===== src/rtl/led_sopc_nios2_qsys_oci_dct_pkg.sv =====
// rtl/led_sopc_nios2_qsys_oci_dct_pkg.sv - shared sizes, frame type and FSM states for the DCT packer
package led_sopc_nios2_qsys_oci_dct_pkg;

    localparam int ATOM_W = 2;
    localparam int SLOTS  = 15;
    localparam int BUF_W  = ATOM_W * SLOTS;
    localparam int CNT_W  = 4;

    // One emitted frame: atom count above the packed atom buffer.
    typedef struct packed {
        logic [CNT_W-1:0] count;
        logic [BUF_W-1:0] buffer;
    } frame_t;

    typedef enum logic [1:0] {
        FILL = 2'd0,
        HOLD = 2'd1,
        DONE = 2'd2
    } state_e;

endpackage


===== src/rtl/led_sopc_nios2_qsys_oci_dct_frame_reg.sv =====
// rtl/led_sopc_nios2_qsys_oci_dct_frame_reg.sv - single-entry frame output register with valid/ready
// Ports:
//   clk_i, rst_ni   clock, asynchronous active-low reset
//   load_i          write load_frame_i into the entry (caller guarantees free_o)
//   load_frame_i    frame to store
//   ready_i         consumer accepts the frame when valid_o & ready_i
//   valid_o         entry holds a frame
//   frame_o         stored frame, stable while valid_o and not accepted
//   free_o          entry can take a load this cycle (empty or draining now)
module led_sopc_nios2_qsys_oci_dct_frame_reg
    import led_sopc_nios2_qsys_oci_dct_pkg::*;
(
    input  logic   clk_i,
    input  logic   rst_ni,
    input  logic   load_i,
    input  frame_t load_frame_i,
    input  logic   ready_i,
    output logic   valid_o,
    output frame_t frame_o,
    output logic   free_o
);

    logic   valid_q;
    frame_t frame_q;

    always_ff @(posedge clk_i or negedge rst_ni) begin
        if (!rst_ni) begin
            valid_q <= 1'b0;
            frame_q <= '0;
        end else if (load_i) begin
            // A load on the accept cycle replaces the departing frame back-to-back.
            valid_q <= 1'b1;
            frame_q <= load_frame_i;
        end else if (valid_q && ready_i) begin
            valid_q <= 1'b0;
        end
    end

    assign valid_o = valid_q;
    assign frame_o = frame_q;
    assign free_o  = !valid_q || ready_i;

endmodule


===== src/rtl/led_sopc_nios2_qsys_oci_dct_packer.sv =====
// rtl/led_sopc_nios2_qsys_oci_dct_packer.sv - packs 2-bit trace atoms into 15-atom DCT frames
// Ports:
//   clk, reset_n              clock, asynchronous active-low reset
//   atom_valid/atom_data      offered trace atom; atom_ready accepts it
//   test_ending               one-cycle request to flush the partial frame
//   test_has_ended            level, session over; enter DONE once drained
//   frm_valid/frm_ready       frame handshake toward the trace FIFO
//   dct_buffer/dct_count      frame payload (oldest atom highest) and atom count
//   dct_done                  session fully drained
module led_sopc_nios2_qsys_oci_dct_packer
    import led_sopc_nios2_qsys_oci_dct_pkg::*;
(
    input  logic              clk,
    input  logic              reset_n,
    input  logic              atom_valid,
    input  logic [ATOM_W-1:0] atom_data,
    output logic              atom_ready,
    input  logic              test_ending,
    input  logic              test_has_ended,
    output logic              frm_valid,
    input  logic              frm_ready,
    output logic [BUF_W-1:0]  dct_buffer,
    output logic [CNT_W-1:0]  dct_count,
    output logic              dct_done
);

    state_e             state_q, state_d;
    logic [BUF_W-1:0]   fill_buf_q, fill_buf_d;
    logic [CNT_W-1:0]   fill_cnt_q, fill_cnt_d;
    logic               flush_pend_q, flush_pend_d;

    logic               accept;
    logic [BUF_W-1:0]   buf_a;
    logic [CNT_W-1:0]   cnt_a;
    logic               load;
    frame_t             load_frame;
    frame_t             frame;
    logic               slot_free;

    assign atom_ready = (state_q == FILL);
    assign dct_done   = (state_q == DONE);
    assign accept     = atom_valid && atom_ready;

    // Fill contents including any atom accepted this cycle, so a flush or
    // 15th atom in this cycle sees the complete frame.
    assign buf_a = accept ? {fill_buf_q[BUF_W-ATOM_W-1:0], atom_data} : fill_buf_q;
    assign cnt_a = accept ? fill_cnt_q + CNT_W'(1) : fill_cnt_q;

    always_comb begin
        state_d      = state_q;
        fill_buf_d   = fill_buf_q;
        fill_cnt_d   = fill_cnt_q;
        flush_pend_d = flush_pend_q;
        load         = 1'b0;
        load_frame   = '0;
        case (state_q)
            FILL: begin
                fill_buf_d = buf_a;
                fill_cnt_d = cnt_a;
                if (cnt_a == CNT_W'(SLOTS) || (test_ending && cnt_a != '0)) begin
                    if (slot_free) begin
                        load       = 1'b1;
                        load_frame = {cnt_a, buf_a};
                        fill_buf_d = '0;
                        fill_cnt_d = '0;
                    end else begin
                        state_d      = HOLD;
                        flush_pend_d = test_ending;
                    end
                end else if (test_has_ended && cnt_a == '0 && !frm_valid && !flush_pend_q) begin
                    state_d = DONE;
                end
            end
            HOLD: begin
                if (test_ending) begin
                    flush_pend_d = 1'b1;
                end
                if (slot_free) begin
                    load         = 1'b1;
                    load_frame   = {fill_cnt_q, fill_buf_q};
                    fill_buf_d   = '0;
                    fill_cnt_d   = '0;
                    flush_pend_d = 1'b0;
                    state_d      = FILL;
                end
            end
            DONE: begin
                state_d = DONE;
            end
            default: begin
                state_d = FILL;
            end
        endcase
    end

    always_ff @(posedge clk or negedge reset_n) begin
        if (!reset_n) begin
            state_q      <= FILL;
            fill_buf_q   <= '0;
            fill_cnt_q   <= '0;
            flush_pend_q <= 1'b0;
        end else begin
            state_q      <= state_d;
            fill_buf_q   <= fill_buf_d;
            fill_cnt_q   <= fill_cnt_d;
            flush_pend_q <= flush_pend_d;
        end
    end

    led_sopc_nios2_qsys_oci_dct_frame_reg u_frame_reg (
        .clk_i        (clk),
        .rst_ni       (reset_n),
        .load_i       (load),
        .load_frame_i (load_frame),
        .ready_i      (frm_ready),
        .valid_o      (frm_valid),
        .frame_o      (frame),
        .free_o       (slot_free)
    );

    assign dct_buffer = frame.buffer;
    assign dct_count  = frame.count;

endmodule


===== config.mk =====
export PLATFORM = sky130hd
export DESIGN_NAME = led_sopc_nios2_qsys_oci_dct_packer
export DESIGN_NICKNAME = d
export VERILOG_FILES = /design/src/rtl/led_sopc_nios2_qsys_oci_dct_pkg.sv /design/src/rtl/led_sopc_nios2_qsys_oci_dct_frame_reg.sv /design/src/rtl/led_sopc_nios2_qsys_oci_dct_packer.sv
export SDC_FILE = /design/constraint.sdc
export NUM_CORES = 1
export LEC_CHECK = 0
export BUFFER_PORTS_ARGS = -buffer_cell sky130_fd_sc_hd__buf_4
export CAP_MARGIN = 30
export CORE_MARGIN = 5
export CORE_UTILIZATION = 55
export CTS_CLUSTER_DIAMETER = 30
export DETAILED_ROUTE_END_ITERATION = 8
export PLACE_DENSITY = 0.84
export SYNTH_ARGS = -nofsm -noshare
export SYNTH_HDL_FRONTEND = slang
export SYNTH_SLANG_ARGS = --single-unit

===== constraint.sdc =====
create_clock -name clk -period 3.15 [get_ports clk]
set_clock_uncertainty 0.05 [all_clocks]
set_input_delay 0.1575 -clock clk [delete_from_list [all_inputs] [get_ports clk]]
set_output_delay 0.1575 -clock clk [all_outputs]
set_load 0.03 [all_outputs]

== Word level (Yosys, flattened, before mapping) ==
Index checks and enable logic that the tools add are counted.
Cells by class
  add/sub/neg operators: 1
  equal/unequal tests: 9
  mux-type cells: 29
  reduce and logical (&&, ||, !) cells: 18
Operator list (number)
  $mux W30: 4
  $mux W34: 3
  $pmux W34 S2: 1
  $pmux W30 S2: 1
  $mux W4: 4
  $mux W1: 8
  $mux W2: 4
  $pmux W4 S2: 1
  $logic_and A1 B1 Y1: 6
  $ne A3 B3 Y1 const B: 2
  $pmux W2 S3: 1
  $add A4 B1 Y4 const B: 1
  $eq A4 B4 Y1 const B: 1
  $logic_not A4 Y1: 1
  $ne A2 B2 Y1 const B: 2
  $pmux W1 S2: 2
  $reduce_and A4 Y1: 1
  $reduce_bool A2 Y1: 2
  $reduce_bool A4 Y1: 1
  $ne A3 B1 Y1 const B: 1
  $reduce_and A3 Y1: 1
  $eq A2 B1 Y1 const B: 1
  $eq A2 B2 Y1 const B: 1
  $logic_not A1 Y1: 2
  4 further kinds: 5
Word-level totals
  flip-flop bits (word level): 72
  bits of input ports: 8
  output and inout port bits: 37
  word-level logic and storage cells: 64

== Longest topological paths before layout ==
  depth after elaboration: 10
  gate-level depth with buffers: 8
  depth with buffers taken out: 6

== By module ==
A second synthesis with hierarchy kept.
Second synthesis, totals
  cells, all modules: 255
  area, all modules: 3442.1 um2
By module, submodules not included
  led_sopc_nios2_qsys_oci_dct_packer: instances 1, cells each 180, area each 1990.7 um2, sequential area each 925.9 um2
  led_sopc_nios2_qsys_oci_dct_frame_reg: instances 1, cells each 75, area each 1451.4 um2, sequential area each 875.8 um2

== Worst setup path before layout ==
Ideal clock, no wire load.
  kind: reg-to-reg
  start point: register fill_cnt_q[1]
  end point: register fill_cnt_q[1]
  setup time: 0.122 ns
  data arrival time: 2.156 ns
  data required time: 2.978 ns
  path slack: 0.823 ns
  cell stages (with the launch flop): 9
  buffers on the path: 2
  clock period less this slack: 2.327 ns
  path through: dfrtp_1 > ha_1 > xnor2_1 > or4b_4 > a211oi_4 > o21ai_2 > buf_6 > buf_6 > a32o_1
Between the ends
  word-level cells in the longest chain between the ends: 7
  elaborated cells on any way between the ends: 9
  those cells by class: add/sub (1); eq/ne (1); mux (4); reduce/logical (3)
RTL lines
  start: declaration: line led_sopc_nios2_qsys_oci_dct_packer.sv:29  | logic [CNT_W-1:0] fill_cnt_q, fill_cnt_d;
  start signal: assignment: line led_sopc_nios2_qsys_oci_dct_packer.sv:105  | fill_cnt_q <= fill_cnt_d;
  $add A4 B1 Y4: line led_sopc_nios2_qsys_oci_dct_packer.sv:47  | assign cnt_a = accept ? fill_cnt_q + CNT_W'(1) : fill_cnt_q;
  $mux W4 (*): line led_sopc_nios2_qsys_oci_dct_packer.sv:47
  $reduce_bool A4 Y1: line led_sopc_nios2_qsys_oci_dct_packer.sv:60  | if (cnt_a == CNT_W'(SLOTS) || (test_ending && cnt_a != '0)) begin
  $logic_and A1 B1 Y1: line led_sopc_nios2_qsys_oci_dct_packer.sv:60
  $logic_or A1 B1 Y1: line led_sopc_nios2_qsys_oci_dct_packer.sv:60
  $mux W4 (*): line led_sopc_nios2_qsys_oci_dct_packer.sv:60
  $pmux W4 S2 (*): line led_sopc_nios2_qsys_oci_dct_packer.sv:56  | case (state_q)
Mark *: on every way between the ends. The rest lies on a longest branch, timed or not.
A chain may end at the register's enable or synchronous reset.

== Final worst setup path ==
  start point: register state_q[1]
  end point: register fill_buf_q[9]
Between the ends
  word-level cells in the longest chain between the ends: 8
  elaborated cells on any way between the ends: 15
  those cells by class: eq/ne (3); mux (5); reduce/logical (7)
RTL lines
  start: declaration: line led_sopc_nios2_qsys_oci_dct_packer.sv:27  | state_e state_q, state_d;
  start signal: assignment: line led_sopc_nios2_qsys_oci_dct_packer.sv:103  | state_q <= state_d;
  $logic_not A2 Y1: line led_sopc_nios2_qsys_oci_dct_packer.sv:40, led_sopc_nios2_qsys_oci_dct_packer.sv:56
  $logic_and A1 B1 Y1: line led_sopc_nios2_qsys_oci_dct_packer.sv:42  | assign accept = atom_valid && atom_ready;
  $mux W4: line led_sopc_nios2_qsys_oci_dct_packer.sv:47
  $reduce_bool A4 Y1: line led_sopc_nios2_qsys_oci_dct_packer.sv:60
  $logic_and A1 B1 Y1: line led_sopc_nios2_qsys_oci_dct_packer.sv:60
  $logic_or A1 B1 Y1: line led_sopc_nios2_qsys_oci_dct_packer.sv:60
  $mux W30: line led_sopc_nios2_qsys_oci_dct_packer.sv:60
  $pmux W30 S2: line led_sopc_nios2_qsys_oci_dct_packer.sv:56
  end signal: assignment: line led_sopc_nios2_qsys_oci_dct_packer.sv:104  | fill_buf_q <= fill_buf_d;
  end: declaration: line led_sopc_nios2_qsys_oci_dct_packer.sv:28  | logic [BUF_W-1:0] fill_buf_q, fill_buf_d;
Parallel ways exist; a longest one is shown, timed or not.

==> qor.csv <==
stage,metric,value,unit
placement,dpl.cell_count,448,
floorplan,pin_count,45,
clock_network,cts_setup_buffers,0,
clock_network,root_buffer,clkbuf_8,
finish,fin_nets,392,
yosys,syn_nets,361,
critical_path,arrival,2.92,ns
timing,max_freq,0.365,GHz
clock_network,htreeDepth,3,
timing,rsz0062_at_grt,false,
timing,timing.hold.ws,0.172,ns
yosys,synth-edff-count,0,
clock_network,clkTransAtPathRegs,0.08,ns
drt,viasPerCell,6.19,
pwr,max-vdd-ir-drop,588,uV
clock_network,cts_made_buffers,9,
timing,hold_violations,0,
clock_network,cts_tree,built,
timing,fin_tns_setup,0,ns
global_routing,grt_pass1_wl,13600,um
flow_run,max_cap_violations,0,
drt,drc,0,
finish,final_cell_count_no_fill,465,
critical_path,cp-start-kind,flip-flop,
pwr,power_leakage,1.86,nW
critical_path,worst_ep_required_time,3.33,ns
critical_path,cpPeakStageDelay,0.52,ns
placement,placed_cell_area,0.00398,mm^2
floorplan,die_w,91.4,um
pwr,power_density,837,mW/mm^2
timing,post-route-period-util,87.0,%
finish,diodes,0,
yosys,ys.flop_type,dfrtp_1,
yosys,yosysSeqAreaShare,49.4,%
floorplan,coreArea,0.00639,mm^2
timing,period_needed,2.74,ns
critical_path,worstPathCellList,"or3b_1, or4b_4, a211oi_4, o21ai_4, buf_4, a32o_1",
floorplan,dieHeight,91.4,um
status,outcome,"complete, no violations",
floorplan,core.rowCount,29,
global_routing,grt_overflow_total,0,
finish,layout_common_cells,"dfrtp_1, nand2_1, buf_4",
drt,first_pass_iters,5,
finish,final_util,66.0,%
critical_path,crit_path_top_delay_cell,or4b_4,
drt,totalWireLength,7960,um
timing,tightest_slew,0.907,ns
placement,dp_hpwl,4870,um
yosys,ys_warn_count,0,
clock_network,clock_sinks,72,
critical_path,cp_max_fo,19,
critical_path,end_kind,flip-flop,
yosys,synthesis.instances,352,
finish,fill_cells,497,
yosys,synth-seq-cells,72,
placement,gp_congestion,0.942,
yosys,syn_area_per_cell,10.4,um^2
drt,via_count,2880,
global_routing,grt_max_degree,73,
critical_path,crit_family,simple AND/OR/NAND/NOR gates,
hold_path,hp-class,primary input to flip-flop,
yosys,syn-cell-area,0.00365,mm^2
critical_path,crit_type,flip-flop to flip-flop,
global_routing,track_usage,19.8,%
placement,portBuffers,44,
finish,drive_gt1_share,27.3,%
critical_path,crit_buf_inv,1,
timing,drv_slew,0,
yosys,async_flop_share,100,%
floorplan,start_util,57.1,%
global_routing,antenna_found_initial,0,
floorplan,die_area,0.00836,mm^2
finish,postLayoutCellArea,0.00421,mm^2
timing,finalSetupViolations,0,
finish,mostFrequentLayoutCell,dfrtp_1,
global_routing,grt_pass1_vias,2758,
drt,detail-route-antenna-nets,0,
drt,drt_iter0_drc,261,
yosys,ys_types,39,
finish,syn_to_final_growth,15.6,%
drt,routedWlPerCell,17.1,um
clock_network,clock_latency,0.35,ns
timing,slew_headroom,39.5,%
clock_network,cts_buffer_depth,2,
report_power, final:
group / total (mW) / switching, mW / internal, mW
Combinational: 1.41 / 0.896 / 0.518
Clock: 0.816 / 0.349 / 0.467
Sequential: 1.30 / 0.174 / 1.12
tightest hold or removal path, cell delays in order:
cell and delay [ns]:
buf_4 0.13, nor2_1 0.09, a211oi_1 0.06, o21a_1 0.09
cell usage after synthesis, types with 2 or more instances:
master    number  share of area (%)
a22o_1         2               0.48
buf_2          4               0.55
o21ai_0        4               0.55
clkbuf_1      20                2.1
inv_1         35                3.6
nor3_1         2               0.27
nor2_1         8               0.82
buf_6          3               0.93
and3_1         3               0.51
a21oi_1        5               0.69
or2_2          4               0.69
o31a_1         2               0.48
and2_1         2               0.34
nor2b_1        2               0.34
o221ai_1      32                7.7
buf_4          5                1.0
dfrtp_1       72                 49
mux2_2        31                9.6
nor3b_1        2               0.41
nand2_1       65                6.7
a32o_1        31                8.5
cell type report:
type | count | area (um^2) | area share (%)
Inverter | 36 | 135 | 3.21
Clock inverter | 5 | 80.1 | 1.90
Multi-Input combinational cell | 211 | 1550 | 36.7
Clock buffer | 11 | 141 | 3.36
Sequential cell | 72 | 1800 | 42.8
Timing Repair Buffer | 53 | 413 | 9.80
Tap cell | 77 | 96.3 | 2.29
sequential cells by signal, summed over array words and instances, names as in the netlist:
| signal | cells |
|---|---|
| u_frame_reg.frame_o | 34 |
| fill_buf_q | 30 |
| fill_cnt_q | 4 |
| state_q | 2 |
| flush_pend_q | 1 |
| u_frame_reg.valid_o | 1 |
final timing paths:
check / start / depth (start not counted) / slack, ns / end
hold / removal: test_ending / 4 / 0.17 / flush_pend_q$_DFFE_PN0P_
setup reg to reg: state_q[1]$_DFFE_PN0P_ / 6 / 0.41 / fill_buf_q[9]$_DFFE_PN0P_
hold reg to reg: fill_buf_q[28]$_DFFE_PN0P_ / 1 / 0.47 / fill_buf_q[28]$_DFFE_PN0P_
min in group asynchronous: reset_n / 2 / 0.42 / u_frame_reg.frame_o[4]$_DFFE_PN0P_
setup / recovery: state_q[1]$_DFFE_PN0P_ / 6 / 0.41 / fill_buf_q[9]$_DFFE_PN0P_
max in group asynchronous: reset_n / 2 / 2.02 / u_frame_reg.frame_o[12]$_DFFE_PN0P_
layer usage:
metal | GRT usage [%] | vias to the layer above | part of all wire (%)
li1 | - | 1334 | -
met1 | 28.5 | 1417 | 44
met2 | 28.9 | 115 | 48
met3 | 4.21 | 14 | 5.9
met4 | 8.19 | 0 | 1.8
met5 | 0 | - | 0
timing repair:
item	CTS	global route
hold buffers	1	0
endpoints found under the hold margin	72	0
resized for setup	0	0
per-stage QoR:
stage / power [mW] / setup slack (ns)
CTS: 3.54 / 0.441
floorplan: 2.28 / 0.823
finish: 3.53 / 0.411
detailed placement: 2.72 / 0.464
global route: 3.72 / 0.346
global placement: 2.69 / 0.533
cells by family after synthesis:
kind of cell | after synthesis | synth area share (%)
AOI/OAI and AO/OA | 84 | 20.5
xor gates and xnor gates | 2 | 0.481
adders and majority gates | 1 | 0.343
buffers and inverters | 69 | 8.37
DFF | 72 | 49.4
muxes | 31 | 9.57
and+or+nand+nor | 93 | 11.3
Note: power is estimated with default switching activity, not from simulation.
